==> src/rtl/ahb_spi_sequencer.sv <==
// AHB-Lite master that shares one AHBspi peripheral between two requesters.
// Each accepted job runs select, TX write, status polling and a deselect-all write.
module ahb_spi_sequencer #(
    parameter logic [31:0] SPI_BASE = 32'h0000_0000,
    parameter int          DONE_BIT = 4,
    parameter int          POLL_GAP = 5,
    parameter int          POLL_MAX = 1024
) (
    input  logic             HCLK,
    input  logic             HRESETn,
    input  logic [1:0]       req_valid,
    output logic [1:0]       req_ready,
    input  logic [1:0][4:0]  req_ss,
    input  logic [1:0][1:0]  req_size,
    input  logic [1:0][31:0] req_data,
    output logic [1:0]       done,
    output logic             err,
    output logic [31:0]      rdata,
    output logic             HSEL_o,
    output logic [31:0]      HADDR_o,
    output logic [1:0]       HTRANS_o,
    output logic             HWRITE_o,
    output logic [2:0]       HSIZE_o,
    output logic [31:0]      HWDATA_o,
    input  logic [31:0]      HRDATA_i,
    input  logic             HREADY_i
);
    localparam int PCW = $clog2(POLL_MAX + 1);
    localparam int GCW = $clog2(POLL_GAP + 1);
    localparam logic [PCW-1:0] POLL_LAST = PCW'(POLL_MAX - 1);
    localparam logic [GCW-1:0] GAP_LAST  = GCW'(POLL_GAP - 1);
    localparam logic [2:0]     SZ_WORD   = 3'b010;

    typedef enum logic [3:0] {
        S_IDLE, S_SEL_A, S_SEL_D, S_TX_A, S_TX_D, S_POLL_A, S_POLL_D,
        S_GAP, S_DESEL_A, S_DESEL_D, S_DONE
    } state_t;

    state_t         state_r, state_s;
    logic           owner_r, last_r, winner_s, accept_s;
    logic [4:0]     ss_r;
    logic [1:0]     size_r;
    logic [31:0]    data_r;
    logic [PCW-1:0] poll_cnt_r;
    logic [GCW-1:0] gap_cnt_r;

    assign accept_s = (state_r == S_IDLE) && (req_valid != 2'b00);

    // Round-robin pick: on a tie the requester not served last wins
    always_comb begin
        winner_s = 1'b0;
        if (req_valid == 2'b11) begin
            winner_s = ~last_r;
        end else if (req_valid[1]) begin
            winner_s = 1'b1;
        end else begin
            winner_s = 1'b0;
        end
    end

    // State register
    always_ff @(posedge HCLK or negedge HRESETn) begin
        if (!HRESETn) begin
            state_r <= S_IDLE;
        end else begin
            state_r <= state_s;
        end
    end

    // Next state plus bus and handshake outputs decoded from the current state
    always_comb begin
        state_s   = state_r;
        req_ready = 2'b00;
        done      = 2'b00;
        HTRANS_o  = 2'b00;
        HSEL_o    = 1'b0;
        HADDR_o   = 32'h0;
        HWRITE_o  = 1'b0;
        HSIZE_o   = 3'b000;
        HWDATA_o  = 32'h0;
        case (state_r)
            S_IDLE: begin
                if (accept_s) begin
                    req_ready = winner_s ? 2'b10 : 2'b01;
                    state_s   = S_SEL_A;
                end else begin
                    state_s   = S_IDLE;
                end
            end
            S_SEL_A: begin
                HTRANS_o = 2'b10;
                HSEL_o   = 1'b1;
                HADDR_o  = SPI_BASE + 32'h4;
                HWRITE_o = 1'b1;
                HSIZE_o  = SZ_WORD;
                state_s  = HREADY_i ? S_SEL_D : S_SEL_A;
            end
            S_SEL_D: begin
                HWDATA_o = ~(32'h1 << ss_r);
                state_s  = HREADY_i ? S_TX_A : S_SEL_D;
            end
            S_TX_A: begin
                HTRANS_o = 2'b10;
                HSEL_o   = 1'b1;
                HADDR_o  = SPI_BASE + 32'h8;
                HWRITE_o = 1'b1;
                HSIZE_o  = (size_r == 2'b11) ? SZ_WORD : {1'b0, size_r};
                state_s  = HREADY_i ? S_TX_D : S_TX_A;
            end
            S_TX_D: begin
                HWDATA_o = data_r;
                state_s  = HREADY_i ? S_POLL_A : S_TX_D;
            end
            S_POLL_A: begin
                HTRANS_o = 2'b10;
                HSEL_o   = 1'b1;
                HADDR_o  = SPI_BASE;
                HSIZE_o  = SZ_WORD;
                state_s  = HREADY_i ? S_POLL_D : S_POLL_A;
            end
            S_POLL_D: begin
                if (!HREADY_i) begin
                    state_s = S_POLL_D;
                end else if (HRDATA_i[DONE_BIT]) begin
                    state_s = S_DESEL_A;
                end else if (poll_cnt_r == POLL_LAST) begin
                    state_s = S_DESEL_A;
                end else begin
                    state_s = S_GAP;
                end
            end
            S_GAP: begin
                state_s = (gap_cnt_r == GAP_LAST) ? S_POLL_A : S_GAP;
            end
            S_DESEL_A: begin
                HTRANS_o = 2'b10;
                HSEL_o   = 1'b1;
                HADDR_o  = SPI_BASE + 32'h4;
                HWRITE_o = 1'b1;
                HSIZE_o  = SZ_WORD;
                state_s  = HREADY_i ? S_DESEL_D : S_DESEL_A;
            end
            S_DESEL_D: begin
                HWDATA_o = 32'hFFFF_FFFF;
                state_s  = HREADY_i ? S_DONE : S_DESEL_D;
            end
            S_DONE: begin
                done    = owner_r ? 2'b10 : 2'b01;
                state_s = S_IDLE;
            end
            default: begin
                state_s = S_IDLE;
            end
        endcase
    end

    // Job latch, arbitration pointer, poll/gap counters and result registers
    always_ff @(posedge HCLK or negedge HRESETn) begin
        if (!HRESETn) begin
            owner_r    <= 1'b0;
            last_r     <= 1'b1;
            ss_r       <= 5'd0;
            size_r     <= 2'd0;
            data_r     <= 32'h0;
            poll_cnt_r <= '0;
            gap_cnt_r  <= '0;
            err        <= 1'b0;
            rdata      <= 32'h0;
        end else begin
            if (accept_s) begin
                owner_r    <= winner_s;
                last_r     <= winner_s;
                ss_r       <= req_ss[winner_s];
                size_r     <= req_size[winner_s];
                data_r     <= req_data[winner_s];
                poll_cnt_r <= '0;
                err        <= 1'b0;
            end
            if (state_r == S_POLL_D && HREADY_i) begin
                rdata      <= HRDATA_i;
                poll_cnt_r <= poll_cnt_r + 1'b1;
                if (!HRDATA_i[DONE_BIT] && poll_cnt_r == POLL_LAST) begin
                    err <= 1'b1;
                end
            end
            // Gap counter restarts on every poll data phase
            if (state_r == S_POLL_D) begin
                gap_cnt_r <= '0;
            end else if (state_r == S_GAP) begin
                gap_cnt_r <= gap_cnt_r + 1'b1;
            end
        end
    end
endmodule

==> config.mk <==
export PLATFORM = sky130hd
export DESIGN_NAME = ahb_spi_sequencer
export DESIGN_NICKNAME = d
export VERILOG_FILES = /design/src/rtl/ahb_spi_sequencer.sv
export SDC_FILE = /design/constraint.sdc
export NUM_CORES = 1
export LEC_CHECK = 0
export BUFFER_PORTS_ARGS = -buffer_cell sky130_fd_sc_hd__buf_2
export CAP_MARGIN = 5
export CORE_ASPECT_RATIO = 0.75
export CORE_UTILIZATION = 48
export CTS_CLUSTER_SIZE = 40
export DETAILED_ROUTE_END_ITERATION = 16
export PLACE_DENSITY = 0.81
export SLEW_MARGIN = 20
export SYNTH_ARGS = -nofsm -noshare
export SYNTH_HDL_FRONTEND = slang
export SYNTH_SLANG_ARGS = --single-unit
==> constraint.sdc <==
create_clock -name HCLK -period 2.4 [get_ports HCLK]
set_clock_uncertainty 0.05 [all_clocks]
set_input_delay 0.24 -clock HCLK [delete_from_list [all_inputs] [get_ports HCLK]]
set_output_delay 0.24 -clock HCLK [all_outputs]
set_load 0.05 [all_outputs]
# Word level (Yosys, flattened, before mapping)
# Cells that the tools add are included.
# totals
register_bits	92
in_bits	115
wordCells	82
out_inout_bits	108
# op_classes
bitwise_logic	2
add_sub_neg	2
shifts	1
n_lt_le_gt_ge	1
mux	40
n_eq_ne	14
n_reduce_logical	12
# op_table
cell	count
$pmux W32 S3	1
$mux W32	2
$pmux W4 S10	1
$not A32 Y32	1
$shl A1 B5 Y32 const A	1
$mux W2	13
$mux W11	2
$eq A4 B3 Y1 const B	4
$eq A4 B4 Y1 const B	3
$mux W4	3
$add A11 B1 Y11 const B	1
$eq A11 B10 Y1 const B	1
$mux W1	11
$mux W5	2
$mux W3	3
$eq A4 B2 Y1 const B	2
$pmux W4 S2	1
$reduce_bool A2 Y1	3
$reduce_or A3 Y1	2
$eq A2 B2 Y1 const B	2
$eq A4 B1 Y1 const B	1
$logic_not A4 Y1	1
$pmux W2 S2	1
$reduce_or A4 Y1	1
other kinds (7)	9

# Longest topological paths before layout
# depth
word_depth	5
ltp_mapped	7

# Least setup slack after synthesis
# No wires, ideal clock.
# synth_timing
path_kind	flip-flop to output port
from	register state_r[0]
to	output port HWRITE_o
path_buffers	2
required_time_ps	2110
stages_incl_launch_ff	6
setup_slack_ps	-268
arrival_time_ps	2378
cell_sequence	dfrtp_1 -> buf_2 -> buf_2 -> xnor2_1 -> nor3_1 -> or2_2
# synth_via
elab_chain_cells	3
elab_cells_between_ends	5
classes_between	eq/ne (3); mux (1); reduce/logical (1)
# synth_lines
element	line	source
start: declaration	39	state_t state_r, state_s;
start signal: assignment	66	state_r <= state_s;
$eq A4 B4 Y1, or another cell as far along	81	case (state_r)
$reduce_or A3 Y1 (no line) (*)	n/a	
$mux W1 (*)	81	
end: declaration	22	output logic HWRITE_o,
# Every way passes the cells marked *; elsewhere a longest branch is shown, timed or not.

# Worst setup path after layout
# layout_timing
from	register state_r[3]
to	output port HWDATA_o[27]
# layout_via
elab_chain_cells	2
elab_cells_between_ends	4
classes_between	eq/ne (3); mux (1)
# layout_lines
element	line	source
$eq A4 B4 Y1, or another cell as far along	81	
$pmux W32 S3 (*)	81	
end: declaration	24	output logic [31:0] HWDATA_o,
# Marks and branches as above.

==> flow_summary.json <==
{
  "timing.slew.headroom": 0.6568,
  "syn_area_um2": 4980,
  "cts_buffer_depth": 2,
  "first_iter_violations": 539,
  "first_global_vias": 4422,
  "final_util": 0.6391,
  "peakVddDrop_mv": 0.8353,
  "gr-total-overflow": 0,
  "layout.cells.non_filler": 874,
  "drc_violation_count_after_routing": 0,
  "power_per_cell_area_nw_per_um2": 1604,
  "via_per_inst": 5.554,
  "cts_sink_cnt": 92,
  "worstMarginPinSlew_ps": 514.3,
  "cap_viol_max_count": 0,
  "clkSlewWorstSetupHoldPaths_ps": 70,
  "worst-path-max-fanout": 32,
  "die-area_um2": 10790,
  "routed-via-count": 4854,
  "p_leak_nw": 3.491,
  "finalMaxSlewViolations": 0,
  "grt_util_all_layers": 0.2738,
  "synth_seq_cells": 92,
  "post-place-ws_ps": 189.6,
  "run_status": "completed",
  "tritoncts": "done",
  "antenna_nets_post_route": 0,
  "syn_area_per_cell_um2": 8.892,
  "row_count": 31,
  "max_clock_freq_mhz": 426.1,
  "die_span_in_x_um": 119.6,
  "grt_max_degree": 65,
  "timing.critical_path.required_ps": 2110,
  "yosys-top-cells-area": "dfrtp_1 46%, nand2_1 11%, a222oi_1 7.8%",
  "power_after_layout_mw": 10.10,
  "finalWorstPathRequiredPeriod_ps": 2347,
  "clock_tree.root_cell": "clkbuf_16",
  "htree_levels": 3,
  "dp_cells": 852,
  "antenna_found_initial": 2,
  "cts-buffers-inserted": 9,
  "final_critical_path_setup_slack_ps": 52.88,
  "seq_area_frac_synth": 0.4626,
  "synth_flop_cell": "dfrtp_1",
  "synth.cells.most_frequent": "145 x nand2_1, 91 x dfrtp_1, 45 x inv_1",
  "core_area_um2": 9852,
  "ios": 223,
  "timing_worst_setup_path_type": "reg -> out",
  "synth_largest_type_area_fraction": 0.4573,
  "final-hold-violation-count": 0,
  "synth-edff-count": 0,
  "globalplace.congestion": 0.9308,
  "async_reset_ff_frac": 1.000,
  "ys_warn_count": 0,
  "clock_latency_ps": 340,
  "area_delta_synth_final_pct": 26.43,
  "setup-violations-final": 0,
  "drt-total-wl_um": 14550,
  "post-synth-top-area-cell": "dfrtp_1",
  "cp.arrival_ps": 2060,
  "port-buffer-count": 190,
  "grt_pass1_wl_um": 23110,
  "nets": 853,
  "synthDistinctLibCells": 51,
  "floorplan.die.height_um": 90.21,
  "hpwlAfterDp_um": 10490,
  "fin_setup_tns_ps": 0,
  "post-route-period-util": 0.9780,
  "setup.worst_path.start_class": "register",
  "drt-wirelength-per-cell_um": 16.64,
  "critPathCaptureType": "output pin",
  "drive_above_1_share": 0.3297,
  "yosys.cell_count.top_type": "nand2_1",
  "netlist_instances": 560,
  "drt-pass1-iter-count": 6,
  "hold_path_class": "in -> reg",
  "initial_core_utilization": 0.5055
}
power breakdown:
part | internal (mW) | switching, mW
combinational | 1.62 | 4.13
sequential | 2.24 | 0.593
clock | 0.838 | 0.678
total | 4.70 | 5.40
worst max-delay path, cell delays in order, from the launching register on:
cell      delay [ps]
dfrtp_2          510
nand2b_1         290
nor3_4           190
buf_8            230
a221o_1          210
buf_2            270
registers in the layout, summed over array words and instances, names as in the netlist:
| signal | flops |
|---|---|
| data_r | 32 |
| rdata | 32 |
| poll_cnt_r | 11 |
| ss_r | 5 |
| state_r | 4 |
| gap_cnt_r | 3 |
| size_r | 2 |
| err | 1 |
| last_r | 1 |
| owner_r | 1 |
routing by layer:
metal  global-route usage  share of wire  wire (um)
met5                    0              0          0
met4               0.1146          0.032        459
met3              0.04949          0.073       1069
met2               0.4109           0.47       6829
met1               0.3889           0.43       6189
stage by stage:
stage | hold slack [ps] | area [um2]
floorplan | -105.6 | 5101
detailed placement | 131.4 | 5903
global placement | 127.8 | 5903
global route | 24.78 | 6296
finish | 30.24 | 6296
CTS | 20.59 | 6237
layout make-up:
class,instances,area (um2)
clock buffer,9,225.2
inverter,45,168.9
timing repair buffer,211,1159
clock inverter,7,88.84
tap,132,165.2
fill,848,3556
multi-input combinational,376,2177
antenna,2,5.005
sequential,92,2307
cells by family (layout without fill, tap and decap cells):
group / count (synthesis) / in the layout / synth area share
simple gates: 212 / 212 / 0.1917
buf+inv: 123 / 272 / 0.1294
compound gates: 122 / 122 / 0.1945
flops: 92 / 92 / 0.4626
fa+ha+maj: 4 / 4 / 0.009549
mux: 4 / 4 / 0.008041
xor+xnor: 2 / 2 / 0.003518
other cells: 1 / 34 / 0.0007530
final timing paths:
kind / depth (start not counted) / slack [ps] / end / from
worst min register to register: 2 / 420 / rdata[12] / rdata[12]
worst max-delay path: 5 / 50 / HWDATA_o[27] / state_r[3]
worst max register to register: 5 / 210 / state_r[1] / poll_cnt_r[0]
worst min-delay path: 3 / 30 / rdata[18] / HRDATA_i[18]
min in group asynchronous: 2 / 290 / rdata[18] / HRESETn
max in group asynchronous: 3 / 1310 / last_r / HRESETn
timing repair:
item,CTS,global route
hold buffers,1,0
setup buffers,0,3
gates resized for setup,5,10
endpoints found under the setup margin,32,33
endpoints found under the hold margin,28,0
placed cells by master, fill, tap and decap left out, drive strengths merged, types with 2 or more instances in the layout:
| cell type | netlist | layout |
|---|---|---|
| a31oi | 2 | 2 |
| nor3 | 7 | 7 |
| clkbuf | 14 | 11 |
| nand2b | 5 | 5 |
| and3 | 5 | 5 |
| nor4 | 4 | 4 |
| diode | 0 | 2 |
| nand4 | 3 | 3 |
| inv | 45 | 50 |
| conb | 1 | 32 |
| a21o | 4 | 4 |
| o21a | 3 | 3 |
| a32o | 2 | 2 |
| xnor2 | 2 | 2 |
| and3b | 2 | 2 |
| nand3 | 12 | 12 |
| o21ai | 19 | 19 |
| mux2i | 4 | 4 |
| nand2 | 147 | 147 |
| buf | 64 | 208 |
| a21oi | 21 | 21 |
| nor2b | 9 | 9 |
| or2 | 2 | 2 |
| a222oi | 39 | 39 |
| dfrtp | 91 | 91 |
| ha | 3 | 3 |
| a22o | 4 | 4 |
| o31ai | 5 | 5 |
| nor2 | 12 | 12 |
| a221o | 16 | 16 |
(Power assumes the default switching activity.)
